`config.mk`:
```
export PLATFORM = sky130hd
export DESIGN_NAME = letter_entry_buffer
export DESIGN_NICKNAME = d
export VERILOG_FILES = /design/src/rtl/letter_entry_buffer.sv
export SDC_FILE = /design/constraint.sdc
export NUM_CORES = 1
export LEC_CHECK = 0
export ABC_AREA = 1
export CORE_ASPECT_RATIO = 0.8
export CORE_MARGIN = 8
export CORE_UTILIZATION = 55
export CTS_CLUSTER_DIAMETER = 150
export DETAILED_ROUTE_END_ITERATION = 6
export PLACE_DENSITY = 0.84
export SLEW_MARGIN = 5
export SYNTH_ARGS = -nofsm -noshare
export SYNTH_HDL_FRONTEND = slang
export SYNTH_SLANG_ARGS = --single-unit
```
`constraint.sdc`:
```
create_clock -name clock -period 5.2 [get_ports clock]
set_input_delay 0.52 -clock clock [delete_from_list [all_inputs] [get_ports clock]]
set_output_delay 0.52 -clock clock [all_outputs]
set_load 0.02 [all_outputs]
```
`src/rtl/letter_entry_buffer.sv`:
```
// Ten-slot letter entry buffer feeding the letter/underline drawing datapath.
// Accepts keyboard codes, keeps one pending key during redraws, locks on Enter.
module letter_entry_buffer #(
   parameter logic [7:0] BLANK      = 8'h20,
   parameter logic [7:0] ENTER_CODE = 8'h0D,
   parameter logic [7:0] BS_CODE    = 8'h08
) (
   input  logic       clock,
   input  logic       reset,
   input  logic       clear,
   input  logic [7:0] key_code,
   input  logic       key_valid,
   input  logic       draw_done,
   output logic [7:0] first_letter,
   output logic [7:0] second_letter,
   output logic [7:0] third_letter,
   output logic [7:0] fourth_letter,
   output logic [7:0] fifth_letter,
   output logic [7:0] sixth_letter,
   output logic [7:0] seventh_letter,
   output logic [7:0] eighth_letter,
   output logic [7:0] ninth_letter,
   output logic [7:0] tenth_letter,
   output logic [3:0] letterNum,
   output logic       draw_restart,
   output logic       draw_enable,
   output logic       busy,
   output logic       word_ready,
   output logic       key_dropped
);

   typedef enum logic [1:0] {IDLE, INIT, DRAW, LOCKED} state_t;

   state_t     state;
   logic [7:0] slot [10];
   logic [3:0] num;
   logic       pend_valid;
   logic [7:0] pend_code;

   logic       key_avail;
   logic [7:0] code;
   logic       is_upper;
   logic       is_lower;
   logic       is_letter;
   logic [7:0] up_code;

   // Pending key always wins over a fresh strobe so key order is kept.
   assign key_avail = pend_valid | key_valid;
   assign code      = pend_valid ? pend_code : key_code;
   assign is_upper  = (code >= 8'h41) && (code <= 8'h5A);
   assign is_lower  = (code >= 8'h61) && (code <= 8'h7A);
   assign is_letter = is_upper | is_lower;
   assign up_code   = is_lower ? (code - 8'h20) : code;

   always_ff @(posedge clock or posedge reset) begin
      if (reset) begin
         state       <= IDLE;
         num         <= 4'd0;
         word_ready  <= 1'b0;
         key_dropped <= 1'b0;
         pend_valid  <= 1'b0;
         pend_code   <= 8'h00;
         for (int i = 0; i < 10; i++) slot[i] <= BLANK;
      end else if (clear) begin
         state       <= INIT;
         num         <= 4'd0;
         word_ready  <= 1'b0;
         key_dropped <= 1'b0;
         pend_valid  <= 1'b0;
         for (int i = 0; i < 10; i++) slot[i] <= BLANK;
      end else begin
         unique case (state)
            IDLE: begin
               if (pend_valid) begin
                  pend_valid <= key_valid;
                  pend_code  <= key_code;
               end
               if (key_avail) begin
                  unique case (1'b1)
                     is_letter: begin
                        if (num != 4'd10) begin
                           for (int i = 0; i < 10; i++)
                              if (num == 4'(i)) slot[i] <= up_code;
                           num   <= num + 4'd1;
                           state <= INIT;
                        end
                     end
                     (code == BS_CODE): begin
                        if (num != 4'd0) begin
                           for (int i = 0; i < 10; i++)
                              if (num - 4'd1 == 4'(i)) slot[i] <= BLANK;
                           num   <= num - 4'd1;
                           state <= INIT;
                        end
                     end
                     (code == ENTER_CODE): begin
                        if (num != 4'd0) begin
                           word_ready <= 1'b1;
                           pend_valid <= 1'b0;
                           state      <= LOCKED;
                        end
                     end
                     default: ;
                  endcase
               end
            end
            INIT, DRAW: begin
               if (state == INIT) state <= DRAW;
               else if (draw_done) state <= IDLE;
               if (key_valid) begin
                  if (!pend_valid) begin
                     pend_valid <= 1'b1;
                     pend_code  <= key_code;
                  end else begin
                     key_dropped <= 1'b1;
                  end
               end
            end
            LOCKED: ;
            default: state <= IDLE;
         endcase
      end
   end

   assign draw_restart = (state == INIT);
   assign draw_enable  = (state == DRAW);
   assign busy         = (state == INIT) || (state == DRAW);
   assign letterNum    = num;

   assign first_letter   = slot[0];
   assign second_letter  = slot[1];
   assign third_letter   = slot[2];
   assign fourth_letter  = slot[3];
   assign fifth_letter   = slot[4];
   assign sixth_letter   = slot[5];
   assign seventh_letter = slot[6];
   assign eighth_letter  = slot[7];
   assign ninth_letter   = slot[8];
   assign tenth_letter   = slot[9];

endmodule

```
### After elaboration in Yosys (flattened, before gate mapping)

Index checks and enable logic that the tools add are counted.

| operators by class | value |
|---|---|
| equality and inequality tests | 54 |
| bitwise operators | 3 |
| reductions and logical operators | 34 |
| $add $sub $neg | 3 |
| muxes and demuxes | 62 |
| magnitude comparators | 4 |

Operators with widths:

| cell | number |
|---|---|
| $mux 80 | 5 |
| $mux 8 | 24 |
| $pmux 80 s2 | 1 |
| $reduce_and 7->1 | 11 |
| $ne 3x2->1 const B | 22 |
| $eq 4x3->1 const B | 8 |
| $mux 4 | 5 |
| $ne 4x4->1 const B | 5 |
| $eq 4x2->1 const B | 4 |
| $eq 4x4->1 const B | 4 |
| $eq 8x4->1 const B | 2 |
| $ge 8x7->1 const B | 2 |
| $le 8x7->1 const B | 2 |
| $pmux 8 s2 | 1 |
| $reduce_bool 2->1 | 8 |
| $mux 1 | 15 |
| $mux 2 | 7 |
| $eq 4x1->1 const B | 2 |
| $logic_not 4->1 | 2 |
| $pmux 4 s2 | 1 |
| $reduce_and 4->1 | 2 |
| $sub 8x6->8 const B | 1 |
| $ne 3x3->1 const B | 2 |
| $pmux 2 s3 | 1 |
| 19 further kinds | 23 |

| word-level totals | value |
|---|---|
| output and inout port bits | 89 |
| register bits | 97 |
| input bits | 13 |
| word-level logic and storage cells | 176 |

### Depth between registers and ports, before layout

| logic depth | value |
|---|---|
| depth in word-level cells | 10 |
| depth in mapped cells | 19 |
| mapped depth without buffers | 17 |

### Least setup slack after synthesis

No wires, ideal clock.

| path | value |
|---|---|
| path kind | reg2reg |
| from | register pend_valid |
| to | register slot, in the netlist second_letter[0] |
| data required time | 5.083 ns |
| buffers on the path | 3 |
| cell stages (with the launch flop) | 20 |
| path slack | 3.015 ns |
| period minus slack after synthesis | 2.185 ns |
| library setup time | 0.117 ns |
| data arrival time | 2.068 ns |
| cell sequence | dfrtp_1 > buf_4 > buf_6 > nand2_1 > o21ai_2 > inv_2 > ha_1 > inv_1 > nor2_1 > nand3_1 > nand2_1 > nand2_2 > nand2_4 > buf_6 > nand3_1 > nand2_1 > nor2_2 > inv_2 > nand2_1 > nand2_1 |

| on the way | value |
|---|---|
| cells in the longest elaborated chain, start to end | 10 |
| elaborated cells between the ends (all ways) | 25 |
| those cells by class | add/sub: 1; order compare: 4; eq/ne: 5; mux: 8; bitwise: 2; reduce/logical: 5 |

Ends and longest elaborated chain:

| what | RTL line | RTL |
|---|---|---|
| start: declaration | 37 | `logic pend_valid;` |
| start signal: assignment | 75 | `pend_valid <= key_valid;` |
| $mux 8 | - |  |
| $ge 8x7->1 or $le 8x7->1 (tied branches) | 51 | `assign is_lower = (code >= 8'h61) && (code <= 8'h7A);` |
| $logic_and 1x1->1 | 51 |  |
| $mux 8 | 53 | `assign up_code = is_lower ? (code - 8'h20) : code;` |
| $mux 8 | 83 | `if (num == 4'(i)) slot[i] <= up_code;` |
| $mux 80 | 81 | `if (num != 4'd10) begin` |
| $pmux 80 s2 | 79 | `unique case (1'b1)` |
| $mux 80 | 78 | `if (key_avail) begin` |
| $mux 80 | 72 | `unique case (state)` |
| $mux 80 | 64 | `end else if (clear) begin` |
| end signal: indexed assignment | 83 |  |
| end: declaration | 35 | `logic [7:0] slot [10];` |

Several ways; a longest one is shown, not always the timed one. The select of a mux whose other input is x is not followed.
A chain may end at the register's enable or synchronous reset.

### Worst setup path after layout

| path | value |
|---|---|
| from | register pend_valid |
| to | register slot, in the netlist eighth_letter[3] |

The elaborated chain is that of the path after synthesis.

==> flow_metrics.env <==
export IMPL_drv_slew=0
export IMPL_initial_core_util=0.559
export IMPL_place_port_buffers=101
export IMPL_power_clock_fraction=0.145
export IMPL_grt_antenna_before_repair=0
export IMPL_residual_overflow_from_global_routing=0
export IMPL_cts_repair_timing_setup_buffer_count=0
export IMPL_power_combinational_fraction=0.540
export IMPL_drc_errors=0
export IMPL_layout_cell_area_non_filler_sq_um=6350
export IMPL_cp_start_kind="flip-flop"
export IMPL_globalplace_congestion=0.929
export IMPL_global_route_usage_total=0.239
export IMPL_grt_first_pass_wirelength_microns=23500
export IMPL_synthesis_area_per_instance_sq_um=7.65
export IMPL_ant_nets=0
export IMPL_slew_headroom=0.216
export IMPL_synth_seq_area_share=0.487
export IMPL_dp_hpwl_microns=10200
export IMPL_seqPwrFrac=0.315
export IMPL_clock_tree_htree_level_count=3
export IMPL_layout_cells_most_common_list="277 x nand2_1, 101 x clkdlybuf4s50_1, 87 x dfrtp_1"
export IMPL_finalHoldWorstSlack_ns=0.464
export IMPL_vias=4731
export IMPL_die_w_microns=123
export IMPL_crit_path_end_kind="flip-flop"
export IMPL_cts_num_sinks=97
export IMPL_irDropWorstVdd_mv=0.365
export IMPL_die_h_microns=101
export IMPL_p_per_cell_area_nw_per_um2=699
export IMPL_cellInternalPower_uw=2390
export IMPL_setup_tns_ns=0
export IMPL_worstPathMaxFanout=38
export IMPL_static_leakage_power_uw=0.00317
export IMPL_row_count=31
export IMPL_count_of_nets_after_finishing=776
export IMPL_number_of_global_route_vias_before_repair=4571
export IMPL_layout_cells_most_common="nand2_1"
export IMPL_clock_root_buffer="clkbuf_16"
export IMPL_yosys_warnings=0
export IMPL_netlist_cell_type_count=33
export IMPL_number_of_instances_in_the_synthesized_netlist=655
export IMPL_tritoncts_clock_tree="yes"
export IMPL_synth_nets=679
export IMPL_worst_pin_slew_ns=1.17
export IMPL_detail_route_first_pass_iterations=4
export IMPL_area_of_placed_instances_sq_um=6060
export IMPL_synth_seq_cells=97
export IMPL_utilization=0.708
export IMPL_stdcell_count=872
export IMPL_clkSlewWorstSetupHoldPaths_ns=0.07
export IMPL_drt_iter0_drc=538
export IMPL_unrepaired_setup_endpoints_after_global_routing="false"
export IMPL_min_period_over_period=0.668
export IMPL_sw_frac_of_total=0.462
export IMPL_clock_insertion_delay_worst_skew_ns=0.35
export IMPL_hold_viol_final=0
export IMPL_design_die_area_sq_um=12400
export IMPL_hp_class="flip-flop to flip-flop"
export IMPL_drive_above_1_share=0.0845
export IMPL_net_switching_power_uw=2050
export IMPL_maxCapViolations=0
export IMPL_routed_wire_length_per_instance_microns=16.4
export IMPL_route_detailed_vias_per_inst=5.43
export IMPL_cts_hold_buffers_added=0
export IMPL_min_period_ns=3.47
export IMPL_drt_total_wl_microns=14300
export IMPL_worst_setup_path_type="flip-flop to flip-flop"
export IMPL_growth_of_design_area_from_synthesis_to_finish_pct=26.7
export IMPL_antenna_cells=0
export IMPL_cts_resized=0
export IMPL_dp_cells=856
export IMPL_post_synth_instance_area_sq_um=5010
export IMPL_clockBufferDepth=2
export IMPL_critPathRequiredTime_ns=5.44
export IMPL_fp_coreArea_sq_um=8960
export IMPL_finalSetupViolCount=0
export IMPL_critical_path_arrival_ns=3.71
export IMPL_pin_count=102
export IMPL_max_freq_mhz=288
export IMPL_grt_max_degree=75
export IMPL_final_setup_skew_ns=0.00855
export IMPL_outcome="finished clean"
export IMPL_cts_inserted_buffers=9
[cells by family after synthesis]
group	Yosys count	share of synthesized area
AO/OA/AOI/OAI	58	0.0672
XOR/XNOR	3	0.00525
adder cells (fa/ha/maj)	11	0.0275
buffers and inverters	72	0.0659
flip-flops	97	0.487
AND/OR/NAND/NOR	414	0.347
[Yosys cell counts, drive strengths merged]
| cell type | number | area, sq um |
|---|---|---|
| nand2 | 289 | 1120 |
| dfrtp | 87 | 2180 |
| nand3 | 81 | 405 |
| inv | 49 | 184 |
| o21ai | 41 | 235 |
| nor2 | 36 | 165 |
| buf | 12 | 105 |
| ha | 11 | 138 |
| a21oi | 10 | 50.1 |
| dfstp | 10 | 263 |
| clkbuf | 7 | 26.3 |
| nor3 | 5 | 30.0 |
| clkinv | 4 | 15.0 |
| o211ai | 3 | 22.5 |
| nor4 | 2 | 12.5 |
| xor2 | 2 | 17.5 |
| a211oi | 1 | 7.51 |
| nand4 | 1 | 6.26 |
| o21a | 1 | 7.51 |
| o22ai | 1 | 6.26 |
| o31ai | 1 | 7.51 |
| xnor2 | 1 | 8.76 |
[layout make-up]
class	instances	area, sq um
Inverter	53	200
Sequential cell	97	2440
Tap cell	115	144
Multi-Input combinational cell	486	2240
Clock inverter	6	52.6
Timing Repair Buffer	105	1040
Clock buffer	10	229
Fill cell	720	2610
[critical path, cell delays in order, from the launching register on]
cell     delay [ns]
dfrtp_1        0.89
nand2_1        0.15
o21ai_2        0.14
ha_1           0.20
inv_1          0.04
nor2_1         0.09
nand3_1        0.08
nand2_1        0.12
nand2_2        0.09
nand2_4        0.17
o21ai_4        0.17
nor2_4         0.43
buf_4          0.43
nand2_2        0.19
nand2_1        0.10
nand2_1        0.06
[worst paths after layout]
kind,to,cells after the start,start,slack [ns]
max,eighth_letter[3],15,pend_valid,1.73
min,tenth_letter[5],2,tenth_letter[5],0.46
max reg2reg,eighth_letter[3],15,pend_valid,1.73
min reg2reg,tenth_letter[5],2,tenth_letter[5],0.46
max in group asynchronous,ninth_letter[0],3,reset,3.48
min in group asynchronous,second_letter[3],2,reset,0.48
[registers in the layout, indices dropped and copies added, names as in the netlist]
register,flops
eighth_letter,8
fifth_letter,8
first_letter,8
fourth_letter,8
key_dropped,1
letterNum,4
ninth_letter,8
pend_code,8
pend_valid,1
second_letter,8
seventh_letter,8
sixth_letter,8
state,2
tenth_letter,8
third_letter,8
word_ready,1
[layer usage]
metal / routed length, microns / part of all wire / global-route usage / vias to the layer above
met5: 0 / 0 / 0 / -
met4: 201 / 0.014 / 0.0701 / 0
met3: 1320 / 0.092 / 0.0613 / 24
met2: 6420 / 0.45 / 0.371 / 202
met1: 6340 / 0.44 / 0.322 / 2237
li1: - / - / - / 2268
[power groups by stage]
stage / logic, uW / clock network (uW) / registers (uW)
4_1_cts: 2410 / 649 / 1400
2_1_floorplan: 1100 / 0 / 1710
6_report: 2400 / 642 / 1400
5_1_grt: 2630 / 677 / 1440
3_5_place_dp: 2400 / 0 / 1400
3_3_place_gp: 2340 / 0 / 1400
[per-stage QoR]
step                      total power [uW]  worst slack, ns
after floorplan                       2810             2.16
after global placement                3740             1.77
after detailed placement              3790             1.65
after CTS                             4450             1.77
after global routing                  4750             1.37
final                                 4440             1.73
(Power assumes the default switching activity.)
